===== config.mk =====
export PLATFORM = sky130hd
export DESIGN_NAME = fc_neuron_stream
export DESIGN_NICKNAME = d
export VERILOG_FILES = /design/src/rtl/fc_neuron_stream.sv
export SDC_FILE = /design/constraint.sdc
export NUM_CORES = 1
export LEC_CHECK = 0
export ABC_CLOCK_PERIOD_IN_PS = 26600
export BUFFER_PORTS_ARGS = -buffer_cell sky130_fd_sc_hd__buf_2
export CORE_MARGIN = 2
export CORE_UTILIZATION = 60
export CTS_CLUSTER_SIZE = 25
export DETAILED_ROUTE_END_ITERATION = 7
export GPL_TIMING_DRIVEN = 0
export PLACE_DENSITY = 0.86
export SETUP_SLACK_MARGIN = 0.15
export SYNTH_ARGS = -nofsm -noshare
export SYNTH_HDL_FRONTEND = slang
export SYNTH_SLANG_ARGS = --single-unit

===== constraint.sdc =====
create_clock -name clk -period 26.6 [get_ports clk]
set_input_delay 1.33 -clock clk [delete_from_list [all_inputs] [get_ports clk]]
set_output_delay 1.33 -clock clk [all_outputs]
set_load 0.02 [all_outputs]

===== src/rtl/fc_neuron_stream.sv =====
// Streaming fully-connected neuron: serial MAC over N_IN beats, bias add, saturate, valid/ready result.
// Optional macro FC_NEURON_RELU_EN clamps negative results to zero.
module fc_neuron_stream #(
    parameter int unsigned N_IN  = 3136,
    parameter int unsigned IN_W  = 30,
    parameter int unsigned W_W   = 9,
    parameter int unsigned B_W   = 9,
    parameter int unsigned ACC_W = 52,
    parameter int unsigned OUT_W = 38
) (
    input  logic             clk,
    input  logic             rst_n,
    input  logic             start,
    input  logic [B_W-1:0]   bias,
    input  logic             in_valid,
    output logic             in_ready,
    input  logic [IN_W-1:0]  in_act,
    input  logic [W_W-1:0]   in_w,
    input  logic             in_last,
    output logic             out_valid,
    input  logic             out_ready,
    output logic [OUT_W-1:0] out_data,
    output logic             out_sat,
    output logic             len_err,
    output logic             busy
);

    localparam int unsigned PROD_W = IN_W + W_W;
    localparam int unsigned SUM_W  = ACC_W + 1;
    localparam int unsigned CNT_W  = $clog2(N_IN + 1);
    localparam logic [CNT_W-1:0] LAST_CNT = CNT_W'(N_IN - 1);

    typedef enum logic [1:0] {
        S_IDLE,
        S_ACCUM,
        S_BIAS,
        S_OUT
    } state_e;

    state_e             state_q, state_d;
    logic [ACC_W-1:0]   acc_q, acc_d;
    logic [CNT_W-1:0]   cnt_q, cnt_d;
    logic [B_W-1:0]     bias_q, bias_d;
    logic [OUT_W-1:0]   out_data_q, out_data_d;
    logic               out_sat_q, out_sat_d;
    logic               out_valid_q, out_valid_d;
    logic               in_ready_q, in_ready_d;
    logic               busy_q, busy_d;
    logic               len_err_q, len_err_d;

    logic signed [PROD_W-1:0] prod;
    logic [SUM_W-1:0]         sum;
    logic                     beat_ok;
    logic                     last_beat;
    logic                     sat_hi;
    logic                     sat_lo;

    assign prod      = $signed(in_act) * $signed(in_w);
    assign beat_ok   = in_valid & in_ready_q;
    assign last_beat = (cnt_q == LAST_CNT);
    assign sum       = {{(SUM_W-ACC_W){acc_q[ACC_W-1]}}, acc_q}
                     + {{(SUM_W-B_W){bias_q[B_W-1]}}, bias_q};
    // Overflow of the OUT_W window: bits above the output sign bit disagree with the true sign.
    assign sat_hi    = ~sum[SUM_W-1] &  (|sum[SUM_W-2:OUT_W-1]);
    assign sat_lo    =  sum[SUM_W-1] & ~(&sum[SUM_W-2:OUT_W-1]);

    always_comb begin
        state_d     = state_q;
        acc_d       = acc_q;
        cnt_d       = cnt_q;
        bias_d      = bias_q;
        out_data_d  = out_data_q;
        out_sat_d   = out_sat_q;
        out_valid_d = out_valid_q;
        len_err_d   = len_err_q;

        case (state_q)
            S_IDLE: begin
                if (start) begin
                    bias_d  = bias;
                    acc_d   = '0;
                    cnt_d   = '0;
                    state_d = S_ACCUM;
                end
            end
            S_ACCUM: begin
                if (beat_ok) begin
                    acc_d = acc_q + {{(ACC_W-PROD_W){prod[PROD_W-1]}}, prod};
                    cnt_d = cnt_q + CNT_W'(1);
                    if (in_last != last_beat) begin
                        len_err_d = 1'b1;
                    end
                    if (last_beat) begin
                        state_d = S_BIAS;
                    end
                end
            end
            S_BIAS: begin
`ifdef FC_NEURON_RELU_EN
                if (sum[SUM_W-1]) begin
                    out_data_d = '0;
                    out_sat_d  = 1'b0;
                end else if (sat_hi) begin
`else
                if (sat_hi) begin
`endif
                    out_data_d = {1'b0, {(OUT_W-1){1'b1}}};
                    out_sat_d  = 1'b1;
                end else if (sat_lo) begin
                    out_data_d = {1'b1, {(OUT_W-1){1'b0}}};
                    out_sat_d  = 1'b1;
                end else begin
                    out_data_d = sum[OUT_W-1:0];
                    out_sat_d  = 1'b0;
                end
                out_valid_d = 1'b1;
                state_d     = S_OUT;
            end
            S_OUT: begin
                if (out_valid_q && out_ready) begin
                    out_valid_d = 1'b0;
                    state_d     = S_IDLE;
                end
            end
            default: state_d = S_IDLE;
        endcase

        in_ready_d = (state_d == S_ACCUM);
        busy_d     = (state_d != S_IDLE);
    end

    always_ff @(posedge clk) begin
        if (!rst_n) begin
            state_q     <= S_IDLE;
            acc_q       <= '0;
            cnt_q       <= '0;
            bias_q      <= '0;
            out_data_q  <= '0;
            out_sat_q   <= 1'b0;
            out_valid_q <= 1'b0;
            in_ready_q  <= 1'b0;
            busy_q      <= 1'b0;
            len_err_q   <= 1'b0;
        end else begin
            state_q     <= state_d;
            acc_q       <= acc_d;
            cnt_q       <= cnt_d;
            bias_q      <= bias_d;
            out_data_q  <= out_data_d;
            out_sat_q   <= out_sat_d;
            out_valid_q <= out_valid_d;
            in_ready_q  <= in_ready_d;
            busy_q      <= busy_d;
            len_err_q   <= len_err_d;
        end
    end

    assign in_ready  = in_ready_q;
    assign out_valid = out_valid_q;
    assign out_data  = out_data_q;
    assign out_sat   = out_sat_q;
    assign len_err   = len_err_q;
    assign busy      = busy_q;

endmodule

==> flow_metrics.py <==
metrics = {
    "yosys": {
        "synth-edff-count": 0,
        "synth-async-reset-ratio": 0,
        "syn_area_per_cell_um2": 8.51,
        "netlist_area_um2": 19200,
        "yosys.area_share.adder": 0.353,
        "synthXorXnorAreaFrac": 0.0637,
        "synthMuxAreaShare": 0.00260,
        "synth_ff_type": "dfxtp_1",
        "synth_top_family_by_area": "adder cells",
        "ys_types": 108,
        "yosys_warnings": 0,
        "ys_ff_latch": 118,
        "synthCells": 2258,
        "seq_area_frac_synth": 0.123,
        "synth_nets": 2722,
        "synthSimpleGateAreaFrac": 0.190,
        "synth_compound_area_frac": 0.213,
    },
    "route": {
        "via_count": 16908,
        "dr.first_iter.drc_count": 1238,
        "dr.pass1.iters": 5,
        "drc": 0,
        "detail-route-antenna-nets": 0,
        "routed_wl_um": 49000,
        "vias_per_cell": 6.10,
        "wl_per_cell_um": 17.7,
    },
    "clock_network": {
        "path_clk_slew_ns": 0.05,
        "holdBufCountCts": 0,
        "clockBufferDepth": 2,
        "cts_made_buffers": 17,
        "clock_latency_ns": 0.43,
        "cts_tree": "built",
        "ctsResizeCount": 0,
        "ctsRootBufferMaster": "clkbuf_16",
        "clock_sinks": 118,
        "htree_levels": 4,
        "cts_setup_buffers": 0,
    },
    "global_routing": {
        "grt_pass1_vias": 16854,
        "antenna_found_initial": 1,
        "grt-ovfl-total": 0,
        "grt_pass1_wl_um": 80200,
        "grt_max_degree": 46,
        "grt_usage": 0.294,
    },
    "layout": {
        "layout_commonest_cell": "nand2_1",
        "drive_gt1_frac": 0.0920,
        "final_cell_mix": "nand2_1 (234), fa_1 (219), ha_1 (191)",
        "n_antenna_cell": 0,
        "fin_nets": 2822,
        "syn_to_final_growth_pct": 7.61,
        "final_util": 0.655,
    },
    "critical_path": {
        "r2r-start": "bias_q[8]$_SDFFE_PN0P_",
        "arrival_ns": 10.92,
        "worstPathRequired_ns": 26.92,
        "r2r_slack_ns": 21.80,
        "end_kind": "flop",
        "reg2regPathDepth": 14,
        "cp_slowest_stage_delay_ns": 0.93,
        "crit_slowest_cell": "a2111oi_4",
        "critical_path_class": "in2reg",
        "startpoint_type": "primary input",
        "cpMostUsedCell": "fa_1",
        "startpoint": "in_w[8]",
        "cp_max_fo": 16,
    },
    "placement": {
        "portBuffers": 81,
        "dpl.hpwl_um": 39900,
        "gp_congestion": 0.932,
    },
    "hold_path": {
        "whs_path_depth": 2,
        "hp-class": "reg2reg",
        "worstHoldStart": "bias_q[4]$_SDFFE_PN0P_",
    },
    "sta": {
        "rsz0062_at_grt": "no",
        "worstMarginPinSlew_ns": 1.03,
        "tns_ns": 0,
        "drv_slew": 0,
        "hold_viol_final": 0,
        "period_needed_ns": 10.60,
        "period_share": 0.399,
        "max_slew_margin": 0.312,
        "final-setup-viol-count": 0,
        "skew_ns": 0.00836,
        "max_freq_ghz": 0.0943,
    },
    "die": {
        "ios": 97,
        "coreArea_um2": 31600,
        "start_util": 0.609,
        "row_count": 65,
        "die_x_um": 183,
        "dieArea_um2": 33500,
        "die_y_um": 183,
    },
    "status": {
        "run_status": "finished clean",
    },
    "power_and_ir_drop": {
        "peakVddDrop_mv": 0.204,
        "p_leak_uw": 0.00966,
        "power_per_cell_area_nw_per_um2": 128,
    },
    "job": {
        "max-cap-violations": 0,
    },
}
==> kinds of logic (layout without fill, tap and decap cells) <==
family                     Yosys count  after routing
AOI/OAI and AO/OA                  611            611
DFF                                118            118
buffers and inverters              253            365
xor gates and xnor gates           139            139
and+or+nand+nor                    722            722
adders and majority gates          410            410
muxes                                5              5
==> routing by layer <==
metal,part of all wire,vias to the layer above,global-route usage
met5,0,-,0
met4,0.033,0,0.104
met1,0.41,8221,0.369
li1,-,7968,-
met2,0.50,590,0.510
met3,0.062,129,0.0490
==> through the flow <==
| stage | power (uW) | instances | setup slack, ns | hold slack, ns | instance area [um^2] |
|---|---|---|---|---|---|
| floorplan | 1940 | 2258 | 17.12 | 0.447 | 19200 |
| global placement | 2310 | 2741 | 15.40 | 0.464 | 20100 |
| detailed placement | 2410 | 2741 | 15.78 | 0.471 | 20100 |
| CTS | 2640 | 2772 | 16.15 | 0.480 | 20700 |
| global route | 2900 | 2772 | 15.56 | 0.502 | 20700 |
| finish | 2650 | 2772 | 16.00 | 0.477 | 20700 |
==> power by group <==
| group | internal (uW) | total, uW | leakage, uW | switching (uW) |
|---|---|---|---|---|
| logic | 915 | 2230 | 0.00845 | 1310 |
| clock network | 128 | 218 | 0.000255 | 90.5 |
| registers | 186 | 198 | 0.000954 | 12.0 |
==> critical path: cells and delay by family <==
kind                     cells  cell delay [ns]
AO/OA/AOI/OAI               14             3.61
adder cells (fa/ha/maj)      7             3.13
AND/OR/NAND/NOR              5             1.54
buffers and inverters        3             1.12
XOR/XNOR                     1             0.17
==> area by class of cell <==
cell class,instances,area [um^2]
Fill cell,2601,10900
Buffer,91,464
Clock inverter,12,106
Clock buffer,19,433
Tap cell,402,503
Timing Repair Buffer,81,405
Sequential cell,118,2360
Multi-Input combinational cell,1887,15800
Inverter,162,608
==> flip-flops by register name (all words and copies together) (netlist names) <==
name       cells
out_valid      1
out_data      38
state_q        2
busy           1
cnt_q         12
acc_q         52
bias_q         9
len_err        1
out_sat        1
in_ready       1
==> synthesized netlist by cell type (29+ instances only) <==
cell	n	area, um^2
a21o_1	58	435
a21oi_1	156	781
a21oi_2	33	289
and2_1	152	951
clkbuf_1	70	263
dfxtp_1	118	2360
fa_1	219	4380
ha_1	191	2390
inv_1	161	604
nand2_1	234	878
nand3_1	41	205
nor2_1	114	428
nor2b_1	42	263
nor3_1	29	145
o21ai_0	160	801
o21bai_1	29	218
xnor2_1	89	780
xor2_1	49	429
==> final timing paths <==
| check | to |
|---|---|
| min | bias_q[4]$_SDFFE_PN0P_ |
| min reg2reg | bias_q[4]$_SDFFE_PN0P_ |
| max reg2reg | out_data[7]$_SDFFE_PN0P_ |
| max | acc_q[51]$_SDFFE_PN0P_ |
No activity file was read; power rests on OpenSTA's default activity.
